## config.mk

```make
export PLATFORM = sky130hd
export DESIGN_NAME = omp_iter_sequencer
export DESIGN_NICKNAME = d
export VERILOG_FILES = /design/src/rtl/omp_iter_sequencer.sv
export SDC_FILE = /design/constraint.sdc
export NUM_CORES = 1
export LEC_CHECK = 0
export ABC_AREA = 1
export BUFFER_PORTS_ARGS = -buffer_cell sky130_fd_sc_hd__buf_4
export CAP_MARGIN = 20
export CELL_PAD_IN_SITES_DETAIL_PLACEMENT = 1
export CELL_PAD_IN_SITES_GLOBAL_PLACEMENT = 2
export CORE_ASPECT_RATIO = 1.2
export CORE_MARGIN = 2
export CORE_UTILIZATION = 33
export CTS_CLUSTER_SIZE = 16
export DETAILED_ROUTE_END_ITERATION = 8
export PLACE_DENSITY_LB_ADDON = 0.1
export RECOVER_POWER = 100
export SLEW_MARGIN = 20
export SYNTH_ARGS = -nofsm -noshare
export SYNTH_HDL_FRONTEND = slang
export SYNTH_SLANG_ARGS = --single-unit
```

## constraint.sdc

```tcl
create_clock -name clk -period 2.8 [get_ports clk]
set_clock_uncertainty 0.1 [all_clocks]
set_input_delay 0 -clock clk [delete_from_list [all_inputs] [get_ports clk]]
set_output_delay 0 -clock clk [all_outputs]
set_load 0.01 [all_outputs]
```

## src/rtl/omp_iter_sequencer.sv

```systemverilog
// omp_iter_sequencer
// Iteration controller for the OMP recovery datapath. Each iteration it sweeps
// every dictionary atom through the correlator, keeps the largest-magnitude
// correlation among atoms not yet in the support, records the winner in the
// support bitmap and hands off to the residual-update stage. After K_ITER
// iterations it pulses done. All control outputs are decoded from the state.

module omp_iter_sequencer #(
   parameter int N_ATOMS = 64,
   parameter int ADDR_W  = 6,
   parameter int K_ITER  = 4,
   parameter int CORR_W  = 24
) (
   input  logic                     clk,
   input  logic                     rst_n,
   input  logic                     start,
   input  logic                     abort,
   output logic                     ram_en,
   output logic [ADDR_W-1:0]        ram_addr,
   input  logic                     corr_valid,
   input  logic signed [CORR_W-1:0] corr_val,
   output logic                     sel_valid,
   output logic [ADDR_W-1:0]        sel_idx,
   output logic                     upd_start,
   input  logic                     upd_done,
   output logic                     busy,
   output logic                     done,
   output logic [N_ATOMS-1:0]       output_bits
);

   // Return counter needs one extra bit so it can hold N_ATOMS itself.
   localparam int CNT_W  = ADDR_W + 1;
   localparam int ITER_W = $clog2(K_ITER + 1);

   localparam logic [ADDR_W-1:0] LAST_ADDR = ADDR_W'(N_ATOMS - 1);
   localparam logic [CNT_W-1:0]  N_RET     = CNT_W'(N_ATOMS);
   localparam logic [ITER_W-1:0] K_LAST    = ITER_W'(K_ITER);

   typedef enum logic [2:0] {
      S_IDLE   = 3'd0,
      S_SWEEP  = 3'd1,
      S_SCAN   = 3'd2,
      S_SELECT = 3'd3,
      S_UPDATE = 3'd4,
      S_DONE   = 3'd5
   } state_t;

   state_t state_reg;
   state_t state_next;

   logic [ADDR_W-1:0]  addr_reg;
   logic [CNT_W-1:0]   ret_cnt_reg;
   logic [ITER_W-1:0]  iter_reg;
   logic [ADDR_W-1:0]  best_idx_reg;
   logic [CORR_W-1:0]  best_mag_reg;
   logic               best_vld_reg;
   logic [ADDR_W-1:0]  sel_idx_reg;
   logic [N_ATOMS-1:0] bits_reg;

   // Decoded control events shared by the datapath registers.
   logic              run_accept;
   logic              enter_sweep;
   logic              enter_select;
   logic              upd_ack;
   logic              ret_accept;
   logic              ret_eligible;
   logic              take_best;
   logic [ADDR_W-1:0] ret_idx;
   logic [CORR_W-1:0] corr_mag;

   // Next-state logic; abort overrides every transition outside IDLE.
   always_comb begin
      state_next = state_reg;
      case (state_reg)
         S_IDLE:   if (start) state_next = S_SWEEP;
         S_SWEEP:  if (addr_reg == LAST_ADDR) state_next = S_SCAN;
         S_SCAN:   if (ret_cnt_reg == N_RET) state_next = S_SELECT;
         S_SELECT: state_next = S_UPDATE;
         S_UPDATE: begin
            if (upd_done) begin
               if (iter_reg + ITER_W'(1) == K_LAST) state_next = S_DONE;
               else                                 state_next = S_SWEEP;
            end
         end
         S_DONE:   state_next = S_IDLE;
         default:  state_next = S_IDLE;
      endcase
      if (abort && (state_reg != S_IDLE)) state_next = S_IDLE;
   end

   // Event decode and magnitude compare for the incoming correlation.
   always_comb begin
      run_accept   = (state_reg == S_IDLE) && start;
      enter_sweep  = (state_next == S_SWEEP) && (state_reg != S_SWEEP);
      enter_select = (state_next == S_SELECT) && (state_reg == S_SCAN);
      upd_ack      = (state_reg == S_UPDATE) && upd_done && !abort;
      ret_idx      = ret_cnt_reg[ADDR_W-1:0];
      // Two's-complement negate: the most negative value maps to 2^(CORR_W-1)
      // exactly, which still fits as an unsigned CORR_W-bit magnitude.
      corr_mag     = corr_val[CORR_W-1] ? $unsigned(-corr_val) : $unsigned(corr_val);
      ret_accept   = corr_valid
                     && ((state_reg == S_SWEEP) || (state_reg == S_SCAN))
                     && (ret_cnt_reg != N_RET);
      ret_eligible = !bits_reg[ret_idx];
      // Strict compare keeps the lower index on ties; the first eligible
      // atom is always taken so a zero-magnitude winner still exists.
      take_best    = ret_accept && ret_eligible
                     && (!best_vld_reg || (corr_mag > best_mag_reg));
   end

   // Moore outputs decoded from the state register.
   always_comb begin
      ram_en      = (state_reg == S_SWEEP);
      ram_addr    = addr_reg;
      sel_valid   = (state_reg == S_SELECT);
      upd_start   = (state_reg == S_SELECT);
      busy        = (state_reg == S_SWEEP) || (state_reg == S_SCAN)
                    || (state_reg == S_SELECT) || (state_reg == S_UPDATE);
      done        = (state_reg == S_DONE);
      sel_idx     = sel_idx_reg;
      output_bits = bits_reg;
   end

   // State register.
   always_ff @(posedge clk or negedge rst_n) begin
      if (!rst_n) state_reg <= S_IDLE;
      else        state_reg <= state_next;
   end

   // Read address walks 0..N_ATOMS-1 while sweeping and parks at zero otherwise.
   always_ff @(posedge clk or negedge rst_n) begin
      if (!rst_n) begin
         addr_reg <= '0;
      end else if ((state_reg == S_SWEEP) && (state_next == S_SWEEP)) begin
         addr_reg <= addr_reg + ADDR_W'(1);
      end else begin
         addr_reg <= '0;
      end
   end

   // Return counter and running best; cleared at the start of every sweep.
   always_ff @(posedge clk or negedge rst_n) begin
      if (!rst_n) begin
         ret_cnt_reg  <= '0;
         best_idx_reg <= '0;
         best_mag_reg <= '0;
         best_vld_reg <= 1'b0;
      end else if (enter_sweep) begin
         ret_cnt_reg  <= '0;
         best_idx_reg <= '0;
         best_mag_reg <= '0;
         best_vld_reg <= 1'b0;
      end else if (ret_accept) begin
         ret_cnt_reg <= ret_cnt_reg + CNT_W'(1);
         if (take_best) begin
            best_idx_reg <= ret_idx;
            best_mag_reg <= corr_mag;
            best_vld_reg <= 1'b1;
         end
      end
   end

   // Iteration counter: zeroed on an accepted start, advanced per update.
   always_ff @(posedge clk or negedge rst_n) begin
      if (!rst_n)          iter_reg <= '0;
      else if (run_accept) iter_reg <= '0;
      else if (upd_ack)    iter_reg <= iter_reg + ITER_W'(1);
   end

   // Chosen index is latched on entry to SELECT and held until the next one.
   always_ff @(posedge clk or negedge rst_n) begin
      if (!rst_n)            sel_idx_reg <= '0;
      else if (enter_select) sel_idx_reg <= best_idx_reg;
   end

   // Support bitmap, one flop per atom: cleared on start, set when selected.
   generate
      for (genvar gi = 0; gi < N_ATOMS; gi++) begin : g_support
         logic bit_reg;

         // Per-atom support flag.
         always_ff @(posedge clk or negedge rst_n) begin
            if (!rst_n)
               bit_reg <= 1'b0;
            else if (run_accept)
               bit_reg <= 1'b0;
            else if (enter_select && (best_idx_reg == ADDR_W'(gi)))
               bit_reg <= 1'b1;
         end

         assign bits_reg[gi] = bit_reg;
      end
   endgenerate

endmodule

```

# [Word-level counts from Yosys, hierarchy flattened]
# Cells that the tools add are included.
[classes] n_addsub=4 n_lt_le_gt_ge=2 eq_ne=75 mux=152 n_reduce_logical=153
[ops] cell="$eq A6 B6 Y1 const B" count=33
[ops] cell="$reduce_bool A2 Y1" count=67
[ops] cell="$mux W1" count=132
[ops] cell="$eq A6 B5 Y1 const B" count=16
[ops] cell="$mux W24" count=4
[ops] cell="$logic_and A1 B1 Y1" count=75
[ops] cell="$eq A6 B4 Y1 const B" count=8
[ops] cell="$eq A6 B3 Y1 const B" count=4
[ops] cell="$gt A24 B24 Y1" count=1
[ops] cell="$mux W3" count=8
[ops] cell="$mux W6" count=4
[ops] cell="$neg A24 Y24" count=1
[ops] cell="$pmux W3 S5" count=1
[ops] cell="$mux W7" count=2
[ops] cell="$eq A6 B2 Y1 const B" count=2
[ops] cell="$eq A3 B2 Y1 const B" count=3
[ops] cell="$eq A3 B3 Y1 const B" count=3
[ops] cell="$add A7 B1 Y7 const B" count=1
[ops] cell="$eq A7 B7 Y1 const B" count=1
[ops] cell="$lt A6 B7 Y1 const B" count=1
[ops] cell="$ne A7 B7 Y1 const B" count=1
[ops] cell="$add A6 B1 Y6 const B" count=1
[ops] cell="$bmux W1 S6" count=1
[ops] cell="$eq A3 B1 Y1 const B" count=2
[ops] cell="9 further kinds" count=14
[word_totals] ff_bits=120 input_bits=30 word_cells=458

# [Depth between registers and ports, before layout]
[depth] depth_word=11 depth_mapped=22 ltp_nobuf=21

# [Worst setup path before layout]
# No wires, ideal clock.
[synth_path] path_type="input to register" startpoint="input corr_val[1]" endpoint="register best_idx_reg[0]" setup_ps=66 arrival_time_ps=2276 required_ps=2634 slack_ps=358 path_stages=19 path_cell_list="inv_1 > ha_1 > nand4_1 > nor2_1 > nand2_1 > o21ai_0 > xor2_1 > ha_1 > nand2_1 > nor2_1 > nand4_1 > nor2_1 > nand2_1 > nand3_1 > nand2_1 > nand2_1 > clkbuf_1 > nand4_1 > nand2_1"
[synth_via] elab_chain_cells=7
[synth_lines] element="start, declared" line="21" text="input logic signed [CORR_W-1:0] corr_val,"
[synth_lines] element="$neg A24 Y24" line="100" text="corr_mag = corr_val[CORR_W-1] ? $unsigned(-corr_val) : $unsigned(corr_val);"
[synth_lines] element="$mux W24 *" line="100"
[synth_lines] element="$gt A24 B24 Y1 *" line="108" text="&& (!best_vld_reg || (corr_mag > best_mag_reg));"
[synth_lines] element="$logic_or A1 B1 Y1 *" line="108"
[synth_lines] element="$logic_and A1 B1 Y1 *" line="108"
[synth_lines] element="$reduce_bool A2 Y1 (no line) *"
[synth_lines] element="$reduce_and A2 Y1 (no line) *"
[synth_lines] element="end signal, assigned" line="156" text="best_idx_reg <= ret_idx;"
[synth_lines] element="end, declared" line="54" text="logic [ADDR_W-1:0] best_idx_reg;"
# Mark *: on every way between the ends. The rest lies on a longest branch, timed or not.
# A chain may end at the register's enable or synchronous reset.

# [Worst setup path after layout]
[layout_path] startpoint="input corr_val[2]" endpoint="register best_idx_reg[5]"
# Same word-level chain as after synthesis.

==> results_dict.tcl <==
set metrics [dict create \
    ys.warnings.count 0 \
    ys_seq_area_share_pct 38.9 \
    vias_per_cell 4.83 \
    synth_top_family_by_area "simple AND/OR/NAND/NOR gates" \
    num_vias 6970 \
    grt_pass1_vias 7215 \
    layout.nets 1176 \
    rows 61 \
    synth_edf_count 0 \
    dp_hpwl_um 18000 \
    synth_fa_ha_area_share_pct 4.87 \
    diodes 0 \
    setup_viol 0 \
    maxCapViolCount 0 \
    post-route-drc-count 0 \
    tightest_slew_ps 1210 \
    cts_num_sinks 120 \
    post_dp_cell_area_um2 8580 \
    root_buffer "clkbuf_16" \
    r2r_end "g_support[62].bit_reg" \
    path_class "input pin to flip-flop" \
    drv_slew 0 \
    cts_buffer_depth 2 \
    ys_types 37 \
    wl_per_cell_um 17.4 \
    worstReg2RegStart "ret_cnt_reg[0]" \
    fin_area_um2 9270 \
    max_slew_margin_pct 19.1 \
    track_usage_pct 20.8 \
    die_x_um 144 \
    synthCells 1028 \
    largest_register_ffs 64 \
    grt_pass1_wl_um 39300 \
    fin_setup_tns_ps 0 \
    r2r_cells 9 \
    rrSetupSlack_ps 280 \
    antenna_left 0 \
    min_period_ps 2610 \
    synthesis.nets 1088 \
    die_area_um2 24600 \
    crit_start "corr_val[2]" \
    hold_viol 0 \
    required_ps 3000 \
    synth.largest_area_cell "dfrtp_1" \
    overflow 0 \
    synth_flop_cell "dfrtp_1" \
    clk-insertion-delay-late_ps 420 \
    max_freq_ghz 0.383 \
    cts_buffers 17 \
    pre_cts_ws_ps -121 \
    fin_util_pct 40.2 \
    synthToLayoutAreaGrowth_pct 20.2 \
    firstDrtPassIters 4 \
    dp.cells 1386 \
    cp_data_arrival_time_ps 2820 \
    synth_area_um2 7710 \
    synth_top_area_share_pct 38.9 \
    first_iter_violations 293 \
    cp_max_fo 6 \
    stdcell_count 1444 \
    power_per_cell_area_nw_per_um2 800 \
    place_congestion 0.782 \
    synth-compound-area-share_pct 9.05 \
    grt_setup_unrepaired "no" \
    synth-xor-area-share_pct 2.38 \
    min_period_over_period_pct 93.3 \
    ys_top_cells_by_area "dfrtp_1 (39%), nand2_1 (10%), nand3_1 (9.0%), buf_4 (7.1%), inv_1 (6.7%)" \
    htree_levels 4 \
    io_pins 111 \
    ir_drop_v 0.000403 \
    start_kind "input pin" \
    async_reset_ff_share_pct 100 \
    avgSynthCellArea_um2 7.50 \
    clkTransAtPathRegs_ps 50 \
    synth.mux.area_fraction_pct 0 \
    min_path_type "input pin to flip-flop" \
    grt_max_degree 65 \
    leakagePower_nw 4.40 \
    synth_seq_cells 120 \
    status "complete, no violations" \
    whs_ps 27.3 \
    fp.dieH_um 171 \
    p_total_mw 7.42 \
    routed_wl_um 25100 \
    drive_above_1_share_pct 12.2 \
    setup_ws_ps 188 \
    crit_end "best_idx_reg[5]" \
    start_util_pct 33.5 \
    worstSetupEndpointType "flip-flop" \
    core_area_um2 23000 \
    synthSimpleGateAreaFrac_pct 27.4 \
    cts_tree "built" \
    antenna_found_initial 0 \
    portBuffers 110 \
]
## cells by family (layout without fill, tap and decap cells)
| group | Yosys count | count (layout) |
|---|---|---|
| buffers and inverters | 258 | 359 |
| AOI/OAI and AO/OA | 127 | 127 |
| and+or+nand+nor | 472 | 472 |
| DFF | 120 | 120 |
| xor gates and xnor gates | 21 | 21 |
| adders and majority gates | 30 | 30 |
## Yosys cell counts (2+ instances only)
library cell / number
inv_2: 6
a21oi_1: 16
xnor2_1: 2
ha_1: 30
nand3_1: 139
nand2_1: 207
inv_4: 2
clkbuf_1: 15
o21ai_1: 38
o21ai_0: 53
dfrtp_1: 120
o211ai_1: 10
buf_2: 12
nand4_1: 33
nor2_2: 2
buf_6: 10
or2_2: 3
nor2_4: 2
o21a_1: 2
nor2_1: 70
buf_4: 73
xor2_1: 19
inv_1: 138
nand3_2: 2
nand3b_1: 3
nor3_1: 8
o31ai_1: 3
## timing repair
item / in CTS / in global routing
endpoints found under the setup margin: 0 / 30
endpoints found under the hold margin: 101 / 0
resized for setup: 0 / 32
setup buffers: 0 / 2
hold buffers: 23 / 0
## critical path: stages
cell           delay (ps)
clkbuf_4              120
dlygate4sd3_1         550
clkbuf_2              140
o31ai_4               240
o21ai_1               110
xor2_1                190
ha_1                  310
nand2_1                80
nor2_2                120
nand2_1                70
nand2_1                90
nand2_1                60
nand3_1                60
nand2_1                60
nand2_2               110
nand3_4               180
clkbuf_16             220
nand3_1                70
nand2_1                50
## cell type report
cell class                 instances  area [µm²]
clock buffer                      18         429
clock inverter                    14         199
fill                            2925       13800
inverter                         147         559
multi-input combinational        650        3460
sequential                       120        3000
tap                              315         394
timing repair buffer             180        1230
## per-layer routing
metal  vias to the layer above  part of all wire [%]  wire length (µm)  track usage (%)
met5                         -                     0                 0                0
met3                        30                   2.5               632             2.87
li1                       3440                     -                 -                -
met4                         0                   2.1               523             6.78
met2                       109                    52             13100             37.6
met1                      3391                    43             10800             25.5
## worst min path at each step
stage	from	end	depth (start not counted)
floorplan	rst_n	best_idx_reg[0]	0
global placement	rst_n	ram_addr[0]	1
detailed placement	rst_n	ram_addr[3]	1
CTS	corr_val[7]	best_mag_reg[7]	5
global route	corr_val[7]	best_mag_reg[7]	5
finish	corr_val[21]	best_mag_reg[23]	7
## report_power, final
part	internal, mW	leakage, nW	switching (mW)	total [mW]
Combinational	1.04	2.46	1.84	2.88
Clock	1.50	0.293	0.889	2.39
Sequential	1.97	1.65	0.174	2.15
## cell usage in the layout, fill, tap and decap left out, types with 6 or more instances in the layout
cell           instances
nand4_1               33
dfrtp_1              120
buf_4                 57
xor2_1                19
o21ai_1               10
nand3_1              136
ha_1                  29
o211ai_1              10
buf_12                 6
dlygate4sd3_1         21
inv_1                137
a21oi_1               14
nand2_1              203
clkbuf_1              84
clkbuf_16             20
nor3_1                 9
nor2_1                66
o21ai_0               81
(Power assumes the default switching activity.)
